--- src/rtl/mvau_stream_inp_buf.sv ---
// -----------------------------------------------------------------------------
// mvau_stream_inp_buf
//
// Activation input buffer for the MVAU streaming compute datapath.
//   * FILL   (nf_cnt == 0): each accepted upstream word is written into the
//     vector buffer and forwarded to the output register in the same cycle.
//   * REPLAY (nf_cnt  > 0): the stored vector is read back for the remaining
//     NF-1 filter-bank passes. Upstream is held off (in_rdy = 0).
// Each output word carries two accumulator-clear tags taken from the counters
// that produced it: out_sf_clr marks the last word of a vector and out_nf_clr
// marks the last pass.
//
// Ports
//   clk         clock
//   rst         synchronous reset, active-high
//   in_v        upstream word valid
//   in_rdy      block accepts upstream word
//   in_dat      upstream activation word (SIMD*TI bits)
//   out_v       output word valid
//   out_rdy     downstream accepts output word
//   out_dat     activation word to compute (SIMD*TI bits)
//   out_sf_clr  out_dat is the last word of its vector (sf = SF-1)
//   out_nf_clr  out_dat belongs to the last pass (nf = NF-1)
//   vec_cnt     16-bit count of completed vectors; present only when the
//               macro INP_BUF_VEC_CNT_EN is defined
// -----------------------------------------------------------------------------
module mvau_stream_inp_buf #(
  parameter int SF   = 8,
  parameter int NF   = 2,
  parameter int SIMD = 2,
  parameter int TI   = 4,
  parameter int SF_T = (SF > 1) ? $clog2(SF) : 1,
  parameter int NF_T = (NF > 1) ? $clog2(NF) : 1
) (
  input  logic                 clk,
  input  logic                 rst,
  input  logic                 in_v,
  output logic                 in_rdy,
  input  logic [SIMD*TI-1:0]   in_dat,
  output logic                 out_v,
  input  logic                 out_rdy,
  output logic [SIMD*TI-1:0]   out_dat,
  output logic                 out_sf_clr,
  output logic                 out_nf_clr
`ifdef INP_BUF_VEC_CNT_EN
  ,
  output logic [15:0]          vec_cnt
`endif
);

  localparam int              W       = SIMD * TI;
  localparam logic [SF_T-1:0] SF_LAST = SF_T'(SF - 1);
  localparam logic [NF_T-1:0] NF_LAST = NF_T'(NF - 1);

  typedef enum logic {
    FILL   = 1'b0,
    REPLAY = 1'b1
  } state_t;

  state_t          state, state_nxt;
  logic [SF_T-1:0] sf_cnt, sf_nxt;
  logic [NF_T-1:0] nf_cnt, nf_nxt;

  logic            ld;     // output register may take a new word this cycle
  logic            adv;    // a word is loaded into the output register
  logic            wr_en;  // store the accepted upstream word

  // Depth rounded up to a power of two so any sf_cnt value is a legal index.
  logic [W-1:0]    mem [0:(1<<SF_T)-1];

  assign ld = !out_v || out_rdy;

  // ---------------------------------------------------------------------------
  // Next-state / handshake logic
  // ---------------------------------------------------------------------------
  always_comb begin
    // NOTE: every signal driven here gets a default first so no path leaves it
    // unassigned, which would otherwise infer a latch.
    in_rdy    = 1'b0;
    adv       = 1'b0;
    wr_en     = 1'b0;
    state_nxt = state;
    sf_nxt    = sf_cnt;
    nf_nxt    = nf_cnt;

    unique case (state)
      FILL: begin
        in_rdy = ld;
        if (in_v && ld) begin
          adv   = 1'b1;
          wr_en = 1'b1;
        end
      end
      REPLAY: begin
        adv = ld;
      end
      default: ;
    endcase

    // The state is fully determined by nf_cnt: FILL exactly when nf_cnt == 0.
    if (adv) begin
      if (sf_cnt == SF_LAST) begin
        sf_nxt = '0;
        if (nf_cnt == NF_LAST) begin
          nf_nxt    = '0;
          state_nxt = FILL;
        end else begin
          nf_nxt    = nf_cnt + NF_T'(1);
          state_nxt = REPLAY;
        end
      end else begin
        sf_nxt = sf_cnt + SF_T'(1);
      end
    end
  end

  // ---------------------------------------------------------------------------
  // State and counter registers
  // ---------------------------------------------------------------------------
  always_ff @(posedge clk) begin
    // NOTE: sequential state uses non-blocking assignments so every register
    // samples the pre-edge values, independent of statement order.
    if (rst) begin
      state  <= FILL;
      sf_cnt <= '0;
      nf_cnt <= '0;
    end else begin
      state  <= state_nxt;
      sf_cnt <= sf_nxt;
      nf_cnt <= nf_nxt;
    end
  end

  // ---------------------------------------------------------------------------
  // Vector buffer. The last fill write (addr SF-1) and the first replay read
  // (addr 0) land in different cycles, so no read-during-write case arises.
  // ---------------------------------------------------------------------------
  // NOTE: the buffer has no reset; its contents are always written during FILL
  // before any REPLAY reads them, so clearing it would only cost logic.
  always_ff @(posedge clk) begin
    if (wr_en) begin
      mem[sf_cnt] <= in_dat;
    end
  end

  // ---------------------------------------------------------------------------
  // Output register: holds while out_v && !out_rdy; tags follow the counters
  // that selected the word.
  // ---------------------------------------------------------------------------
  always_ff @(posedge clk) begin
    if (rst) begin
      out_v      <= 1'b0;
      out_dat    <= '0;
      out_sf_clr <= 1'b0;
      out_nf_clr <= 1'b0;
    end else if (ld) begin
      out_v <= adv;
      if (adv) begin
        out_dat    <= (state == FILL) ? in_dat : mem[sf_cnt];
        out_sf_clr <= (sf_cnt == SF_LAST);
        out_nf_clr <= (nf_cnt == NF_LAST);
      end
    end
  end

`ifdef INP_BUF_VEC_CNT_EN
  // Completed-vector counter: a vector is done once its final word (both tags
  // set) is taken downstream. Wraps naturally at 16 bits.
  always_ff @(posedge clk) begin
    if (rst) begin
      vec_cnt <= '0;
    end else if (out_v && out_rdy && out_sf_clr && out_nf_clr) begin
      vec_cnt <= vec_cnt + 16'd1;
    end
  end
`endif

endmodule
--- config.mk ---
export PLATFORM = sky130hd
export DESIGN_NAME = mvau_stream_inp_buf
export DESIGN_NICKNAME = d
export VERILOG_FILES = /design/src/rtl/mvau_stream_inp_buf.sv
export SDC_FILE = /design/constraint.sdc
export NUM_CORES = 1
export LEC_CHECK = 0
export ABC_CLOCK_PERIOD_IN_PS = 4100
export CAP_MARGIN = 20
export CORE_MARGIN = 2
export CORE_UTILIZATION = 35
export CTS_CLUSTER_DIAMETER = 200
export DETAILED_ROUTE_END_ITERATION = 7
export GPL_ROUTABILITY_DRIVEN = 0
export PLACE_DENSITY = 0.57
export SYNTH_ARGS = -nofsm -noshare
export SYNTH_HDL_FRONTEND = slang
export SYNTH_SLANG_ARGS = --single-unit
export TNS_END_PERCENT = 100
--- constraint.sdc ---
create_clock -name clk -period 4.1 [get_ports clk]
set_input_delay 0.615 -clock clk [delete_from_list [all_inputs] [get_ports clk]]
set_output_delay 0.615 -clock clk [all_outputs]
set_load 0.01 [all_outputs]
-- Word level (Yosys, flattened, before mapping)
Memory sizes are Yosys's and may differ from the RTL's. A register that Yosys moved wholly into a read port is not among the register bits.
Cells that the tools add are included.
- bits in registers: 8
- RAM bits: 64
- input bits: 12
- output and inout port bits: 12
- memories kept: 1
- memory list (name ; words ; width ; rd ports ; clocked after Yosys merged registers in ; write ports ; RTL line ; text):
    mem ; 8 ; 8 ; 1 ; 1 ; 1 ; 69 ; logic [W-1:0] mem [0:(1<<SF_T)-1];
- add/subtract/negate cells: 2
- eq/ne operators: 1
- mux-type cells: 9
- bitwise gates (word level): 1
- reduce and logical (&&, ||, !) cells: 5
- operators by type and width (operator ; count):
    2-to-1 mux 1 bit ; 7
    AND reduction 2 bit ; 2
    adder 3 x 1 -> 3 bit (second input constant) ; 1
    equality test 3 bit (second input constant) ; 1
    2-to-1 mux 3 bit ; 1
    one-hot mux 1 bit (2 select lines) ; 1
    adder 1 bit (second input constant) ; 1
    logical AND 1 bit ; 1
    logical NOT 1 bit ; 1
    logical OR 1 bit ; 1
    inverter 1 bit ; 1

-- Longest topological paths before layout
Gate-level depths: netlist of the first run.
- depth after elaboration: 7
- gate-level depth with buffers: 5
- gate-level depth less buffers: 4

-- Least setup slack after synthesis of the first run
No wires, ideal clock.
- kind: input to register
- start point: input out_rdy
- end point: memory mem[0][0] (netlist bit) (enable)
- setup time: 0.395 ns
- data arrival time: 1.794 ns
- data required time: 3.705 ns
- setup slack: 1.912 ns
- stages on the path: 4
- buffers on the path: 1
- cell sequence: nand2b_1 > buf_6 > nand3_1 > nor4_1
- cells in the longest elaborated chain, start to end: 6
- RTL lines (element ; RTL line ; text):
    start, declared ; 41 ; input logic out_rdy,
    logical OR 1 bit ; 71 ; assign ld = !out_v || out_rdy;
    logical AND 1 bit ; 89 ; if (in_v && ld) begin
    2-to-1 mux 1 bit ; 89 ;
    2-to-1 mux 1 bit ; 86 ; unique case (state)
    2-to-1 mux 1 bit ; 141 ; if (wr_en) begin
    2-to-1 mux 1 bit (implied by the code) ; 142 ; mem[sf_cnt] <= in_dat;
    end, declared ; 69 ;
No other way between the ends.

-- Worst setup path after layout of the first run
- start point: input out_rdy
- end point: output in_rdy
- cells in the longest elaborated chain, start to end: 2
- RTL lines (element ; RTL line ; text):
    logical OR 1 bit ; 71 ;
    2-to-1 mux 1 bit ; 86 ;
    end, declared ; 38 ; output logic in_rdy,
No other way between the ends.

==> flow_metrics.py, run 1 <==
metrics = {
    "logic_synthesis": {
        "syn_nets": 194,
        "yosys_warnings": 0,
        "async_flop_share_pct": 0,
        "syn_inst": 180,
        "synth.top_cells.by_area": "edfxtp_1 60%, dfxtp_1 9.3%, mux4_1 6.5%",
        "syn_area_per_cell_sq_um": 17.9,
        "synth_ff_type": "edfxtp_1",
        "yosys.area.top_type": "edfxtp_1",
        "yosysTopAreaCellShare_pct": 59.8,
        "syn_area_sq_mm": 0.00321,
        "synth_commonest_cells": "64 x edfxtp_1, 15 x dfxtp_1, 11 x nand2b_1",
        "synth.most_common_cell": "edfxtp_1",
        "synth_seq_cells": 79,
        "ys_types": 29,
        "synth_seq_area_share_pct": 69.1,
        "synth_edf_count": 64,
    },
    "timing": {
        "post-route-min-period_ps": 2830,
        "grt_setup_unrepaired": "false",
        "drv_slew": 0,
        "max_freq_mhz": 353,
        "finalCritPeriodShare_pct": 69.1,
        "clock_skew_ps": 9.79,
        "max_slew_margin_pct": 43.4,
        "final_hold_viol_count": 0,
        "fin_ws_ps": 1270,
        "setup_tns_ps": 0,
        "setup_viol": 0,
        "tightest_slew_ps": 849,
    },
    "clock_tree": {
        "cts_resized": 0,
        "cts_tree": "done",
        "numCtsBuffers": 9,
        "htree_levels": 3,
        "clock_latency_ps": 350,
        "ctsRootBufferMaster": "clkbuf_8",
        "cts_setup_buffers": 0,
        "ctsHoldBuffers": 0,
        "cts.clk_slew.worst_paths_ps": 70,
        "clockBufferDepth": 2,
        "cts.sinks": 79,
    },
    "pwr": {
        "power_frac_seq_pct": 56.6,
        "power_frac_comb_pct": 8.2,
        "peakVddDrop_mv": 0.171,
        "p_clk_share_pct": 35.2,
        "p_sw_share_pct": 22.0,
        "p_per_area_mw_per_mm2": 416,
        "power.leakage_nw": 1.22,
        "power.switching_mw": 0.348,
        "p_int_mw": 1.23,
    },
    "critical_path": {
        "setup.worst_path.end_class": "output port",
        "crit_path_start_kind": "input port",
        "crit_type": "in2out",
        "critPathMaxFanout": 9,
        "crit_top_cell": "clkdlybuf4s50_1",
        "reg2reg_slack_ps": 1920,
        "cp_data_required_time_ps": 3480,
        "critPathArrivalTime_ps": 2220,
        "path_delay_family": "buffers and inverters",
        "cp.buffers_inverters": 2,
        "crit_path_max_incr_delay_ps": 520,
        "worstPathCellList": "clkdlybuf4s50_1, nor2b_1, nor2_1, clkdlybuf4s50_1",
        "cp_slowest_cell": "nor2b_1",
    },
    "grt": {
        "grt_first_pass_wirelength_um": 10100,
        "grt_pass1_vias": 1786,
        "antenna_found_initial": 0,
        "grt_start_max_net_pins": 25,
        "grtUsageTotal_pct": 14.1,
        "grt_overflow": 0,
    },
    "detailed_routing": {
        "drc": 0,
        "antenna_left": 0,
        "num_vias": 1740,
        "wl_per_cell_um": 19.6,
        "first_iter_violations": 110,
        "wirelength_um": 6440,
        "dr.pass1.iters": 4,
        "vias_per_cell": 5.29,
    },
    "run": {
        "drv_cap": 0,
    },
    "outcome": {
        "status": "completed",
    },
    "floorplanning": {
        "row_count": 34,
        "die_x_um": 99.8,
        "start_util_pct": 36.5,
        "ioPinCount": 24,
        "die_area_sq_mm": 0.00997,
        "fp.dieH_um": 99.8,
        "core_region_area_sq_mm": 0.00881,
    },
    "final_layout": {
        "fin_util_pct": 43.1,
        "final_cells": 329,
        "antennaDiodeCount": 0,
        "n_fill_cell": 770,
        "drive_above_1_share_pct": 20.4,
        "area_growth_pct": 18.1,
        "nets": 230,
        "multi_input_area_sq_um": 893,
        "regArea_sq_mm": 0.00222,
    },
    "min_path": {
        "hp-class": "reg2reg",
    },
    "place": {
        "pre_cts_slack_ps": 1280,
        "place_inst": 312,
        "io_buffers": 23,
        "dp_hpwl_um": 4180,
    },
}
## layer usage
layer | vias up | global-route usage [%] | share of wire [%]
met1 | 866 | 19.9 | 45
met5 | - | 0 | 0
met2 | 61 | 20.6 | 47
met4 | 0 | 4.74 | 0.54
met3 | 2 | 4.60 | 7.2
li1 | 811 | - | -
## worst register-to-register path: stages, from the launching register on
cell     delay, ps
dfxtp_1        770
nand4_1        320
nor2_1         550
buf_4          260
## flip-flops by register name, indices dropped and copies added (netlist names)
| register | flops |
|---|---|
| sf_cnt | 3 |
| out_dat | 8 |
| out_nf_clr | 1 |
| mem | 64 |
| out_sf_clr | 1 |
| state | 1 |
| out_v | 1 |
## cells in the final DEF (no fill, tap or decap), types with 2 or more instances in the layout
master and instances:
nand3_1 3, o21ai_0 5, nor2_1 5, clkdlybuf4s50_1 23, a221o_1 8, edfxtp_1 64
a21oi_1 7, clkinv_1 2, mux2_2 8, nand2b_1 11, mux4_1 8, buf_4 12
clkinvlp_4 3, nor4_1 8, dfxtp_1 15, nor3_1 5, mux4_2 8, nand2_1 2
clkbuf_8 9, ha_1 2
## power groups by stage
stage	Clock [mW]	Sequential, mW	Combinational [mW]
floorplan	0	0.911	0.0780
global placement	0	0.915	0.122
global route	0.611	0.896	0.141
finish	0.555	0.894	0.129
CTS	0.568	0.897	0.124
detailed placement	0	0.915	0.124
## final timing paths
check | from | endpoint | cells after the start
setup / recovery | out_rdy | in_rdy | 4
hold / removal | out_sf_clr | out_sf_clr | 2
setup reg to reg | sf_cnt[2] | mem[7][3] | 3
hold reg to reg | out_sf_clr | out_sf_clr | 2
## per-stage QoR
step           power (mW)  instance area, sq um  hold WS [ps]
6_report             1.58                  3790           489
5_1_grt              1.65                  3790           508
4_1_cts              1.59                  3770           487
3_5_place_dp         1.04                  3580           475
3_3_place_gp         1.04                  3570           476
2_1_floorplan       0.989                  3210           498
## cell families (layout without fill, tap and decap cells)
logic type | count (synthesis) | count (layout) | share of synthesized area [%]
mux | 24 | 24 | 14.9
compound gates | 22 | 22 | 4.83
flops | 79 | 79 | 69.1
fa+ha+maj | 2 | 2 | 0.778
buf+inv | 13 | 54 | 3.27
simple gates | 40 | 40 | 7.05
## area by class of cell
type	instances	share of cell area (%)
clock inverter	6	1.62
clock buffer	10	3.36
timing repair buffer	36	9.17
tap	108	3.56
sequential	79	58.6
inverter	2	0.198
multi-input combinational	88	23.5
Power figures use the tool's default switching activity.
==> run 2, diff against run 1 <==
ABC_CLOCK_PERIOD_IN_PS = 2600   (was 4100)
PLACE_DENSITY = 0.59   (was 0.57)
clock period = 2.6 ns   (was 4.1 ns; I/O delays follow)
==> run 2 against run 1 <==
- non-clock buffer count grew 6
- cell area increased by 0.36%
- core utilization up 0.16 points
- register-to-register slack lost 1500 ps
- sequential power is 58% higher
==> flow_metrics.py, run 2 (synthesized netlist as in run 1, its figures left out) <==
metrics = {
    "critical_path": {
        "setup.worst_path.end_class": "register",
        "crit_path_start_kind": "register",
        "reg2reg_from": "sf_cnt[1]",
        "critPathArrivalTime_ps": 2380,
        "reg2reg_slack_ps": 450,
        "worstReg2RegEnd": "out_dat[7]",
        "cp_data_required_time_ps": 2840,
        "crit_type": "reg2reg",
        "critPathMaxFanout": 21,
        "reg2reg_depth": 3,
    },
    "pwr": {
        "power_mw": 2.44,
        "power_frac_seq_pct": 57.9,
        "peakVddDrop_mv": 0.340,
        "p_clk_share_pct": 33.8,
        "power_frac_comb_pct": 8.3,
        "power.leakage_nw": 1.25,
        "p_int_mw": 1.86,
        "p_per_area_mw_per_mm2": 641,
        "power.switching_mw": 0.583,
        "p_sw_share_pct": 23.9,
    },
    "min_path": {
        "hp-class": "reg2reg",
        "min_from": "out_sf_clr",
        "min_to": "out_sf_clr",
        "min_path_cells": 2,
    },
    "clock_tree": {
        "clockBufferDepth": 2,
        "ctsHoldBuffers": 0,
        "htree_levels": 3,
        "clock_latency_ps": 350,
        "cts.clk_slew.worst_paths_ps": 80,
        "ctsRootBufferMaster": "clkbuf_8",
        "cts_tree": "done",
        "cts_setup_buffers": 0,
        "numCtsBuffers": 9,
        "cts.sinks": 79,
        "cts_resized": 0,
    },
    "grt": {
        "grt_first_pass_wirelength_um": 10400,
        "grt_pass1_vias": 1824,
        "grtUsageTotal_pct": 14.4,
        "antenna_found_initial": 0,
        "grt_start_max_net_pins": 25,
        "grt_overflow": 0,
    },
    "final_layout": {
        "fin_area_sq_mm": 0.00381,
        "n_fill_cell": 784,
        "area_growth_pct": 18.5,
        "final_cell_mix": "64 x edfxtp_1, 23 x clkdlybuf4s50_1, 19 x buf_4",
        "largestRegisters": "mem: 64 flops, out_dat: 8 flops, sf_cnt: 3 flops",
        "antennaDiodeCount": 0,
        "largest_register": "mem",
        "largest_reg_flops": 64,
        "drive_above_1_share_pct": 23.3,
        "nets": 236,
        "final_common_cell": "edfxtp_1",
    },
    "timing": {
        "grt_setup_unrepaired": "false",
        "post-route-min-period_ps": 2150,
        "max_slew_margin_pct": 36.9,
        "clock_skew_ps": 4.29,
        "final_hold_viol_count": 0,
        "tightest_slew_ps": 946,
        "finalCritPeriodShare_pct": 82.5,
        "setup_viol": 0,
        "drv_slew": 0,
        "whs_ps": 493,
        "setup_tns_ps": 0,
        "max_freq_mhz": 466,
    },
    "floorplanning": {
        "fp.dieH_um": 99.8,
        "core_region_area_sq_mm": 0.00881,
        "start_util_pct": 36.5,
        "ioPinCount": 24,
        "die_x_um": 99.8,
        "die_area_sq_mm": 0.00997,
        "row_count": 34,
    },
    "detailed_routing": {
        "vias_per_cell": 5.27,
        "dr.pass1.iters": 4,
        "first_iter_violations": 114,
        "wl_per_cell_um": 19.3,
        "antenna_left": 0,
        "wirelength_um": 6460,
        "num_vias": 1767,
        "drc": 0,
    },
    "place": {
        "dpl_cell_area_sq_mm": 0.00363,
        "io_buffers": 23,
        "dp_hpwl_um": 4290,
    },
    "outcome": {
        "status": "completed",
    },
    "run": {
        "drv_cap": 0,
    },
}
## run 2: how the worst max path moves through the flow
stage              start          to  slack (ps)  cells past startpoint
3_3_place_gp     out_rdy   mem[7][2]         360                      5
4_1_cts        sf_cnt[1]  out_dat[7]         440                      3
6_report       sf_cnt[1]  out_dat[7]         450                      3
5_1_grt        sf_cnt[1]  out_dat[0]         350                      3
3_5_place_dp     out_rdy   mem[7][2]         330                      5
2_1_floorplan    out_rdy   mem[0][0]         640                      4
## run 2: power by group through the flow
stage / Sequential, mW / Combinational [mW] / Clock, mW
finish: 1.41 / 0.203 / 0.824
global route: 1.42 / 0.222 / 0.905
CTS: 1.41 / 0.206 / 0.852
detailed placement: 1.44 / 0.205 / 0
global placement: 1.44 / 0.203 / 0
floorplan: 1.44 / 0.123 / 0
## run 2: critical path, cell delays in order (launching register included)
cell and delay, ps:
dfxtp_1 950, mux4_1 460, mux2_2 290, a221o_1 330
## run 2: metrics by stage
step / setup slack, ps / instances / utilization (%)
6_report: 454 / 335 / 43.3
5_1_grt: 353 / 335 / 43.3
4_1_cts: 444 / 335 / 43.3
3_5_place_dp: 326 / 319 / 41.2
3_3_place_gp: 358 / 319 / 41.2
2_1_floorplan: 637 / 180 / -
## run 2: per-layer routing
layer / track usage (%) / share of wire, % / routed length (um) / vias up
met5: 0 / 0 / 0 / -
met4: 4.85 / 1.5 / 97 / 0
met3: 4.87 / 3.1 / 201 / 6
met2: 20.1 / 45 / 2930 / 32
met1: 21.0 / 50 / 3230 / 904
li1: - / - / - / 825
## run 2: area by class of cell
class	count	area (sq um)	share of cell area [%]
Clock buffer	9	124	3.25
Clock inverter	7	53.8	1.41
Inverter	2	7.51	0.197
Multi-Input combinational cell	88	893	23.5
Sequential cell	79	2220	58.3
Tap cell	108	135	3.55
Timing Repair Buffer	42	373	9.79
